File: src/rtl/zcu102_mmcm_phase_ctrl.sv
// Dynamic fine phase-shift controller for the board-clock MMCM: walks PSEN/PSDONE handshakes
// toward a signed target, tracks the absolute position and watches MMCM lock.
module zcu102_mmcm_phase_ctrl #(
   parameter int unsigned PS_WIDTH    = 16,
   parameter int unsigned TIMEOUT     = 1023,  // >= 16
   parameter int unsigned LOCK_STABLE = 64     // >= 1
) (
   input  logic                clk,
   input  logic                rst,
   input  logic                mmcm_locked,
   input  logic [PS_WIDTH-1:0] target_phase,
   input  logic                target_valid,
   output logic                target_ready,
   output logic                psen,
   output logic                psincdec,
   input  logic                psdone,
   output logic [PS_WIDTH-1:0] current_phase,
   output logic                busy,
   output logic                done,
   output logic                timeout_err,
   output logic                lock_lost
);

   localparam int unsigned LW = $clog2(LOCK_STABLE + 1);
   localparam int unsigned TW = $clog2(TIMEOUT + 1);
   localparam logic [LW-1:0] LockLast  = LW'(LOCK_STABLE - 1);
   localparam logic [TW-1:0] TimerLast = TW'(TIMEOUT - 1);

   typedef enum logic [1:0] {
      StWaitLock = 2'd0,
      StIdle     = 2'd1,
      StStep     = 2'd2,
      StWaitDone = 2'd3
   } state_e;

   state_e state_q, state_d;

   logic [LW-1:0]              lock_cnt_q, lock_cnt_d;
   logic [TW-1:0]              timer_q, timer_d;
   logic signed [PS_WIDTH-1:0] tgt_q, tgt_d;
   logic signed [PS_WIDTH-1:0] phase_q, phase_d;
   logic signed [PS_WIDTH-1:0] phase_step;
   logic                       ready_q, ready_d;
   logic                       psen_q, psen_d;
   logic                       psinc_q, psinc_d;
   logic                       busy_q, busy_d;
   logic                       done_q, done_d;
   logic                       terr_q, terr_d;
   logic                       llost_q, llost_d;
   logic                       accept;

   assign phase_step = psinc_q ? phase_q + PS_WIDTH'(1) : phase_q - PS_WIDTH'(1);

   always_comb begin
      state_d    = state_q;
      lock_cnt_d = lock_cnt_q;
      timer_d    = timer_q;
      tgt_d      = tgt_q;
      phase_d    = phase_q;
      psinc_d    = psinc_q;
      done_d     = 1'b0;
      terr_d     = terr_q;
      llost_d    = llost_q;
      accept     = 1'b0;

      unique case (state_q)
         StWaitLock: begin
            if (!mmcm_locked) begin
               lock_cnt_d = '0;
            end else if (lock_cnt_q == LockLast) begin
               lock_cnt_d = '0;
               state_d    = StIdle;
            end else begin
               lock_cnt_d = lock_cnt_q + LW'(1);
            end
         end
         StIdle: begin
            // ready_q is low in the done cycle, so this also enforces the gap between commands
            if (target_valid && ready_q) begin
               accept  = 1'b1;
               tgt_d   = $signed(target_phase);
               terr_d  = 1'b0;
               llost_d = 1'b0;
               if ($signed(target_phase) == phase_q) begin
                  done_d = 1'b1;
               end else begin
                  state_d = StStep;
               end
            end
         end
         StStep: begin
            // The psen cycle itself counts toward the psdone timeout.
            timer_d = TW'(1);
            state_d = StWaitDone;
         end
         StWaitDone: begin
            if (psdone) begin
               phase_d = phase_step;
               if (phase_step == tgt_q) begin
                  done_d  = 1'b1;
                  state_d = StIdle;
               end else begin
                  state_d = StStep;
               end
            end else if (timer_q == TimerLast) begin
               terr_d  = 1'b1;
               done_d  = 1'b1;
               state_d = StIdle;
            end else begin
               timer_d = timer_q + TW'(1);
            end
         end
         default: state_d = StWaitLock;
      endcase

      // A relock discards the MMCM shift; this outranks psdone, timeout and accept.
      if (state_q != StWaitLock && !mmcm_locked) begin
         state_d    = StWaitLock;
         lock_cnt_d = '0;
         tgt_d      = tgt_q;
         phase_d    = '0;
         terr_d     = terr_q;
         llost_d    = 1'b1;
         done_d     = (state_q == StStep) || (state_q == StWaitDone);
      end

      if (state_d == StStep) begin
         psinc_d = tgt_d > phase_d;
      end

      ready_d = (state_d == StIdle) && !done_d;
      busy_d  = (state_d != StIdle);
      psen_d  = (state_d == StStep);
   end

   always_ff @(posedge clk) begin
      if (rst) begin
         state_q    <= StWaitLock;
         lock_cnt_q <= '0;
         timer_q    <= '0;
         tgt_q      <= '0;
         phase_q    <= '0;
         ready_q    <= 1'b0;
         psen_q     <= 1'b0;
         psinc_q    <= 1'b0;
         busy_q     <= 1'b1;
         done_q     <= 1'b0;
         terr_q     <= 1'b0;
         llost_q    <= 1'b0;
      end else begin
         state_q    <= state_d;
         lock_cnt_q <= lock_cnt_d;
         timer_q    <= timer_d;
         tgt_q      <= tgt_d;
         phase_q    <= phase_d;
         ready_q    <= ready_d;
         psen_q     <= psen_d;
         psinc_q    <= psinc_d;
         busy_q     <= busy_d;
         done_q     <= done_d;
         terr_q     <= terr_d;
         llost_q    <= llost_d;
      end
   end

   assign target_ready  = ready_q;
   assign psen          = psen_q;
   assign psincdec      = psinc_q;
   assign current_phase = phase_q;
   assign busy          = busy_q;
   assign done          = done_q;
   assign timeout_err   = terr_q;
   assign lock_lost     = llost_q;

endmodule

File: config.mk
export PLATFORM = sky130hd
export DESIGN_NAME = zcu102_mmcm_phase_ctrl
export DESIGN_NICKNAME = d
export VERILOG_FILES = /design/src/rtl/zcu102_mmcm_phase_ctrl.sv
export SDC_FILE = /design/constraint.sdc
export NUM_CORES = 1
export LEC_CHECK = 0
export CORE_AREA = 2 2 94 96
export DETAILED_ROUTE_END_ITERATION = 8
export DIE_AREA = 0 0 96 98
export PLACE_DENSITY = 0.79
export SLEW_MARGIN = 20
export SYNTH_ARGS = -nofsm -noshare
export SYNTH_HDL_FRONTEND = slang
export SYNTH_SLANG_ARGS = --single-unit
File: constraint.sdc
create_clock -name clk -period 10.9 [get_ports clk]
set_input_delay 1.635 -clock clk [delete_from_list [all_inputs] [get_ports clk]]
set_output_delay 1.635 -clock clk [all_outputs]
set_load 0.05 [all_outputs]
==> flow_summary_export.csv <==
group,metric,value,unit
placed_design,dpl.cell_count,657,
routing,num_vias,3890,
worst_hold_path,holdCritPathClass,"register to register",
final_layout,final_common_cell,"nand2_1",
timing,relSlewSlack,0.367,
worst_setup_path,start_kind,"input port",
timing,finalMaxSlewViolations,0,
placed_design,hpwlAfterDp,8410,µm
grt,grt_pass1_vias,3836,
synth,synth.distinct_cells,65,
final_layout,syn_to_final_growth,15.6,%
flow_run,maxCapViolations,0,
worst_setup_path,path_max_fanout,23,
worst_setup_path,critPathKind,"input port to register",
grt,grt.total_usage,0.255,
placed_design,place_congestion,0.947,
cts,cts_root_buf,"clkbuf_8",
routing,wl_per_cell,16.7,µm
die,num_rows,34,
outcome,outcome,"finished, final reports clean",
synth,synth_warnings,0,
synth,mappedNetlistArea,0.00420,mm²
timing,timing.final.crit_share,0.465,
die,coreArea,0.00847,mm²
final_layout,multi_input_area,0.00288,mm²
die,die_area,0.00941,mm²
final_layout,final_nets,615,
grt,overflow,0,
synth,ys_async_sr_fraction,0,
final_layout,regArea,0.00116,mm²
worst_setup_path,cp.arrival,5.30,ns
timing,max_freq,197,MHz
final_layout,fin_cells,673,
cts,cts_tree,"built",
cts,cts_resized,0,
synth,avgSynthCellArea,7.91,µm²
routing,wl,11300,µm
final_layout,n_fill_cell,757,
worst_setup_path,cp-end-kind,"register",
cts,clock_latency,0.35,ns
synth,ys.flop_type,"dfxtp_1",
synth,yosys_register_bits,58,
worst_setup_path,worstReg2RegStart,"psincdec",
synth,synth-edff-count,0,
cts,cts_buffers,9,
grt,antenna_found_initial,0,
synth,synthCells,531,
timing,setup_viol,0,
die,die_w,96,µm
final_layout,final_cell_mix,"nand2_1 (109), dfxtp_1 (58), clkdlybuf4s50_1 (43), nor2_1 (41), xnor2_1 (37)",
timing,fin_skew,0.00955,ns
cts,postCtsSetupBuffers,0,
power,p_per_area,90.2,mW/mm²
cts,clk_path_buf_depth,2,
grt,grt_first_pass_wirelength,18700,µm
power,peakVddDrop,0.0588,mV
die,initial_utilization,0.496,
worst_setup_path,cp-startpoint,"psdone",
die,top_level_ports,44,
timing,period_minus_slack,5.07,ns
cts,ctsHtreeMaxLevel,3,
placed_design,numPortBuffers,43,
final_layout,insertedDiodeCount,0,
cts,postCtsHoldBufs,0,
power,p_leak,2.01,nW
routing,dr.pass1.iters,6,
routing,drt_iter0_drc,222,
routing,ant_nets,0,
timing,worst_pin_slew,0.937,ns
worst_setup_path,cp.required,11.13,ns
timing,final_hold_viol_count,0,
cts,cts.clk_slew.worst_paths,0.07,ns
synth,synth_nets,586,
timing,setup_tns,0,ns
grt,grt_max_degree,46,
worst_hold_path,worstHoldStart,"lock_cnt_q[6]",
timing,rsz0062_at_grt,"no",
synth,seq_area_frac_synth,0.276,
routing,drc,0,
routing,via_per_inst,5.78,
die,die_h,98,µm
final_layout,drive_gt1_frac,0.0655,
cts,clock-sinks,58,
-- cell type report --
| type | count | share of cell area |
|---|---|---|
| inverter | 10 | 0.00773 |
| clock inverter | 5 | 0.0108 |
| tap | 108 | 0.0278 |
| timing repair buffer | 44 | 0.0901 |
| multi-input combinational | 437 | 0.593 |
| sequential | 58 | 0.239 |
| clock buffer | 11 | 0.0312 |
-- power breakdown --
part	total [mW]	leakage, nW	switching, mW	internal [mW]
registers	0.212	0.467	0.000275	0.212
clock network	0.207	0.105	0.0899	0.117
logic	0.0189	1.44	0.00928	0.00960
total	0.438	2.01	0.0995	0.339
-- cell usage after synthesis, drive strengths merged, types with 3 or more instances --
library cell,n,share of area
nand4,13,0.019
o21a,6,0.011
nand3,9,0.012
a211oi,4,0.0083
o2111ai,4,0.0083
nor4,3,0.0045
or3,8,0.013
ha,33,0.098
and2,3,0.0051
and3,8,0.012
xnor2,37,0.077
xor2,15,0.031
nor2,41,0.037
o21ai,22,0.028
clkbuf,18,0.016
inv,10,0.0089
nand3b,4,0.0071
nand2,109,0.097
o22ai,3,0.0045
dfxtp,58,0.28
nor2b,20,0.030
a21o,12,0.021
or2,5,0.0074
buf,8,0.013
a21oi,25,0.031
nand2b,3,0.0045
nor3,11,0.013
o211ai,5,0.0089
a31oi,4,0.0095
-- routing by layer --
metal / vias up / share of wire / global-route usage
met5: - / 0 / 0
met4: 0 / 0.035 / 0.104
met3: 26 / 0.055 / 0.0633
met2: 124 / 0.46 / 0.402
met1: 1819 / 0.45 / 0.330
li1: 1921 / - / -
-- flip-flops by register name, indices dropped and copies added (netlist names) --
name	count
lock_lost	1
psincdec	1
timer_q	10
lock_cnt_q	7
tgt_q	16
state_q	2
busy	1
current_phase	16
psen	1
done	1
target_ready	1
timeout_err	1
-- metrics by stage --
stage | util | hold slack [ns] | total power [mW] | cell area (µm²) | setup slack, ns
2_1_floorplan | - | 0.443 | 0.224 | 4200 | 6.52
3_3_place_gp | 0.550 | 0.459 | 0.236 | 4650 | 5.78
3_5_place_dp | 0.550 | 0.464 | 0.236 | 4650 | 5.63
4_1_cts | 0.574 | 0.474 | 0.439 | 4860 | 5.93
5_1_grt | 0.574 | 0.478 | 0.452 | 4860 | 5.51
6_report | 0.574 | 0.473 | 0.438 | 4860 | 5.83
-- logic make-up after synthesis --
kind of cell               Yosys count  synth area share
muxes                                4            0.0101
xor gates and xnor gates            55             0.125
AOI/OAI and AO/OA                  105             0.183
DFF                                 58             0.276
buffers and inverters               36            0.0378
and+or+nand+nor                    239             0.266
adders and majority gates           34             0.103
-- worst paths after layout --
kind,end,slack [ns],cells after the start
worst min-delay path,lock_cnt_q[6],0.47,1
worst min register to register,lock_cnt_q[6],0.47,1
worst max register to register,psincdec,6.27,19
worst max-delay path,psincdec,5.83,14
-- critical path, cell delays in order --
cell,delay (ns)
clkdlybuf4s50_1,0.60
nand3_1,0.67
o21ai_0,0.39
nand2_1,0.11
ha_1,0.32
a21o_1,0.17
a21o_1,0.17
a21oi_1,0.15
nor2b_1,0.06
o21ai_0,0.25
o211ai_1,0.17
a2111o_1,0.44
nand3_1,0.08
mux2i_1,0.07
No activity file was read; power rests on OpenSTA's default activity.
